File: src/rtl/core_ibuf.sv
// Instruction buffer between fetch and decode: a small in-order FIFO of
// {istr, pc} pairs with valid/ready on both sides and a single-cycle flush.
module core_ibuf #(
   parameter int          DEPTH    = 4,
   parameter logic [31:0] NOP_ISTR = 32'h0000_0013
) (
   input  logic                     clk,
   input  logic                     rest,
   input  logic                     flush_en,
   input  logic [31:0]              in_istr,
   input  logic [31:0]              in_pc,
   input  logic                     in_valid,
   output logic                     in_ready,
   output logic [31:0]              out_istr,
   output logic [31:0]              out_pc,
   output logic                     out_valid,
   input  logic                     out_ready,
   output logic [$clog2(DEPTH):0]   count
);

   localparam int PTR_W = $clog2(DEPTH);
   localparam int CNT_W = PTR_W + 1;

   logic [31:0]      istr_mem [DEPTH];
   logic [31:0]      pc_mem   [DEPTH];
   logic [PTR_W-1:0] wr_ptr;
   logic [PTR_W-1:0] rd_ptr;
   logic             push;
   logic             pop;

   // Both handshakes come from registered occupancy only, so out_ready never
   // reaches in_ready combinationally.
   assign in_ready  = (count != CNT_W'(DEPTH));
   assign out_valid = (count != '0);
   assign out_istr  = out_valid ? istr_mem[rd_ptr] : NOP_ISTR;
   assign out_pc    = out_valid ? pc_mem[rd_ptr]   : 32'h0;

   assign push = in_valid  & in_ready  & ~flush_en;
   assign pop  = out_valid & out_ready & ~flush_en;

   always_ff @(posedge clk or posedge rest) begin
      if (rest) begin
         wr_ptr <= '0;
         rd_ptr <= '0;
         count  <= '0;
      end else if (flush_en) begin
         wr_ptr <= '0;
         rd_ptr <= '0;
         count  <= '0;
      end else begin
         if (push) wr_ptr <= wr_ptr + PTR_W'(1);
         if (pop)  rd_ptr <= rd_ptr + PTR_W'(1);
         case ({push, pop})
            2'b10:   count <= count + CNT_W'(1);
            2'b01:   count <= count - CNT_W'(1);
            default: count <= count;
         endcase
      end
   end

   // Storage carries no reset; stale slots are never visible while count is 0.
   always_ff @(posedge clk) begin
      if (push) begin
         istr_mem[wr_ptr] <= in_istr;
         pc_mem[wr_ptr]   <= in_pc;
      end
   end

endmodule

File: config.mk
export PLATFORM = sky130hd
export DESIGN_NAME = core_ibuf
export DESIGN_NICKNAME = d
export VERILOG_FILES = /design/src/rtl/core_ibuf.sv
export SDC_FILE = /design/constraint.sdc
export NUM_CORES = 1
export LEC_CHECK = 0
export BUFFER_PORTS_ARGS = -buffer_cell sky130_fd_sc_hd__buf_4
export CAP_MARGIN = 20
export CORE_MARGIN = 5
export CORE_UTILIZATION = 40
export DETAILED_ROUTE_END_ITERATION = 8
export HOLD_SLACK_MARGIN = 0.12
export SLEW_MARGIN = 20
export SYNTH_ARGS = -nofsm -noshare
export SYNTH_HDL_FRONTEND = slang
export SYNTH_SLANG_ARGS = --single-unit
File: constraint.sdc
create_clock -name clk -period 6.9 [get_ports clk]
set_input_delay 0.345 -clock clk [delete_from_list [all_inputs] [get_ports clk]]
set_output_delay 0.345 -clock clk [all_outputs]
set_load 0.05 [all_outputs]
==> metrics.md <==
| Metric | Value |
|---|---|
| Port Buffers | 137 |
| Worst R2R End | pc_mem[0][9] |
| Vias in the first global route | 5775 |
| R2R Setup Slk | 4.46 ns |
| Final Skew | 0.02202 ns |
| Max-slew headroom | 0.3004 |
| Largest family of logic cells by synthesized area | multiplexers |
| Total power | 0.003875 W |
| Largest net degree at the start of global routing | 66 |
| Worst-skew pair later-pin latency | 0.54 ns |
| Crit. Startpoint | count[1] |
| Adder-Cell Fraction of Synth Area | 0.006857 |
| Detail Route Antenna Nets | 0 |
| Starting DRC count in detailed routing | 293 |
| Post-CTS sizing | 0 |
| Most numerous cell in the Yosys netlist | edfxtp_1 |
| Critical path type | flip-flop to output pin |
| Critical Path RT | between 6 and 7 ns |
| Setup Total Neg Slack | 0 ns |
| EDFF count, synth | between 200 and 300 |
| Total track usage | 0.1430 |
| Post-synthesis cell type count | 32 |
| Sequential power share | 0.475 |
| Fin area | 13050 um^2 |
| Worst-path maximum fanout | 62 |
| Asr flop ratio synth | 0.02662 |
| Syn_nets | approximately 550 |
| CTS root buf | clkbuf_16 |
| CP top delay family | buffers and inverters |
| Synth Area per Inst | 21.70 um^2 |
| Setup WS pre-CTS | 3.919 ns |
| Worst setup margin | 3.466 ns |
| Antenna cells | 0 |
| Switching Fraction | 0.2592 |
| Area growth from synthesis to layout | 27.73% |
| Yosys top cell area share | 0.7523 |
| Max IR drop VDD | 0.1928 mV |
| WP data arrival | between 3 and 4 ns |
| R2R depth | 3 |
| Status | finished clean |
| CP cell instances | nor3_1 -> clkinv_2 -> and2_1 -> buf_4 |
| Setup violators final | 0 |
| Max clock buf depth | 3 |
| Post-synthesis mux area share | 0.1422 |
| Tcrit/Tclk final | 0.4977 |
| Fin. max-slew vios | 0 |
| Post-layout min period | 3.434 ns |
| Hold Path Class | primary input to flip-flop |
| Critical Path End | out_istr[2] |
| Pint | 0.002870 W |
| Die Footprint | 28840 um^2 |
| Post-synth top area cell | edfxtp_1 |
| Sequential area share after synthesis | 0.7694 |
| Top post-synthesis cells by area | edfxtp_1 75%, mux4_2 14%, and2_1 4.0% |
| Starting density of the core | 0.4058 |
| Cell Pwr Density | around 300 nW/um^2 |
| Placed Area | roughly 12000 um^2 |
| TritonCTS clock tree | done |
| CTS clk-pin slew, worst paths | 0.06 ns |
| Cell count after synthesis | 471 |
| Vias per cell | 5.034 |
| DRC Markers | 0 |
| Die Span X | 169.8 um |
| Delay of the slowest critical-path stage | 0.85 ns |
| Hold Path Stages | 3 |
| Clock Power Share | 0.360 |
| Crit end category | output pin |
| CORE AREA | 25180 um^2 |
| Grt ovf | 0 |
| Xor and xnor area share after synthesis | 0.002571 |
| DP Wirelength | about 11 mm |
| Switching power | between 0.001 and 0.0015 W |
| Netlist Area Pre-Place | 10220 um^2 |
| DR vias | 5180 |
| CTS H-tree lvls | 1 |
| Routed WL per cell | 19.92 um |
| Pre-antenna DRT Iters | 4 |
| RSZ-0062 raised after global routing | false |
| Final #Nets | about 750 |
| Leak | 4.456 nW |
| Gpl congestion | 0.7303 |
| Max cap viols | 0 |
| Wirelength, routed | slightly above 20 mm |
| Final hold vios | 0 |
| Worst path depth | 4 |
| Rows | 58 |
| CTS Sinks | ~260 |
| Primary FF master, synth | edfxtp_1 |
| R2R Path Start | count[0] |
| Ranking of synthesized cells by instance count | 256 x edfxtp_1, 66 x and2_1, 64 x mux4_2, 11 x buf_2, 9 x inv_1 |
| Number of I/O pins | 138 |
| CTS Buf Count | 28 |
| Compound-Gate Fraction of Synth Area | 0.009918 |
| Initial antenna violation count | 1 |
| Yosys reg bits | 263 |
| Die Ht | 169.8 um |
| Worst Tran Pin Value | approximately 1.0 ns |
| Combinational share of power | 0.165 |
| First-pass GRT wire length | 32.22 mm |
| Fin util | 0.5183 |
| YS warnings | 0 |
| Cell type of the slowest stage on the worst timing path | clkinv_2 |
| Post-Synth Simple-Gate Area | 0.05045 |
| Share of post-route cells with drive strength above 1 | 0.3577 |
| Startpoint types | flip-flop |
| Achievable Freq | 291.2 MHz |
| Crit path buf inv count | 2 |
## worst register-to-register path: cells and delay by family, from the launching register on
kind	cells	cell delay [ns]
AND/OR/NAND/NOR	3	1.43
flip-flops	1	0.59
## state kept, by name (all words and copies together), names as in the netlist
signal,flops
pc_mem,128
wr_ptr,2
istr_mem,128
rd_ptr,2
count,3
## power by group through the flow
stage	registers, W	logic [W]	clock network [W]
after floorplan	0.00185	0.000445	0
after global placement	0.00187	0.000611	0
after detailed placement	0.00188	0.000616	0
after CTS	0.00184	0.000649	0.00143
after global routing	0.00185	0.000678	0.00151
final	0.00184	0.000637	0.00140
## layer usage
| metal | part of all wire | vias to the layer above | global-route usage |
|---|---|---|---|
| li1 | - | 2317 | - |
| met1 | 0.39 | 2665 | 0.1792 |
| met2 | 0.52 | 151 | 0.2525 |
| met3 | 0.058 | 45 | 0.03206 |
| met4 | 0.023 | 2 | 0.03745 |
| met5 | 0.00054 | - | 0 |
## repair_timing
action,4_1_cts,5_1_grt
setup endpoints to repair,0,0
hold endpoints to repair,270,0
hold buffers,66,0
setup buffers,0,0
## cell families (layout without fill, tap and decap cells)
group           count (synthesis)  in the layout
compound gates                 15             15
xor+xnor                        3              3
fa+ha+maj                       5              5
buf+inv                        35            263
flops                         263            263
mux                            65             65
simple gates                   85             85
## through the flow
step | hold slack (ns) | instances
finish | 0.1735 | 1029
global route | 0.1708 | 1029
CTS | 0.1485 | 1029
detailed placement | 0.3085 | 913
global placement | 0.2963 | 913
floorplan | 0.1484 | 471
## how the worst min path moves through the flow
stage                           end  startpoint
after detailed placement   count[2]        rest
final                     wr_ptr[1]    in_valid
after global routing      wr_ptr[0]    in_valid
after CTS                 wr_ptr[0]    in_valid
after floorplan            count[0]        rest
after global placement     count[2]        rest
## cell usage in the layout, fill, tap and decap left out, types with 5 or more instances in the layout
cell type	netlist	final
inv_1	9	8
clkbuf_1	7	6
clkinv_2	0	8
and2_1	66	62
clkinv_1	0	5
edfxtp_1	256	256
mux4_2	64	64
dfrtp_1	7	5
clkbuf_16	0	28
dlygate4sd3_1	0	66
buf_4	2	138
## area by class of cell
cell class | instances | area [um^2]
multi-input cells | 173 | 2176
clock inverters | 16 | 138.9
flip-flops and latches | 263 | 7870
inverters | 9 | 35.03
fillers | 2028 | 12130
clock buffers | 34 | 723.2
well taps | 330 | 412.9
repair buffers | 204 | 1697
No activity file was read; power rests on OpenSTA's default activity.
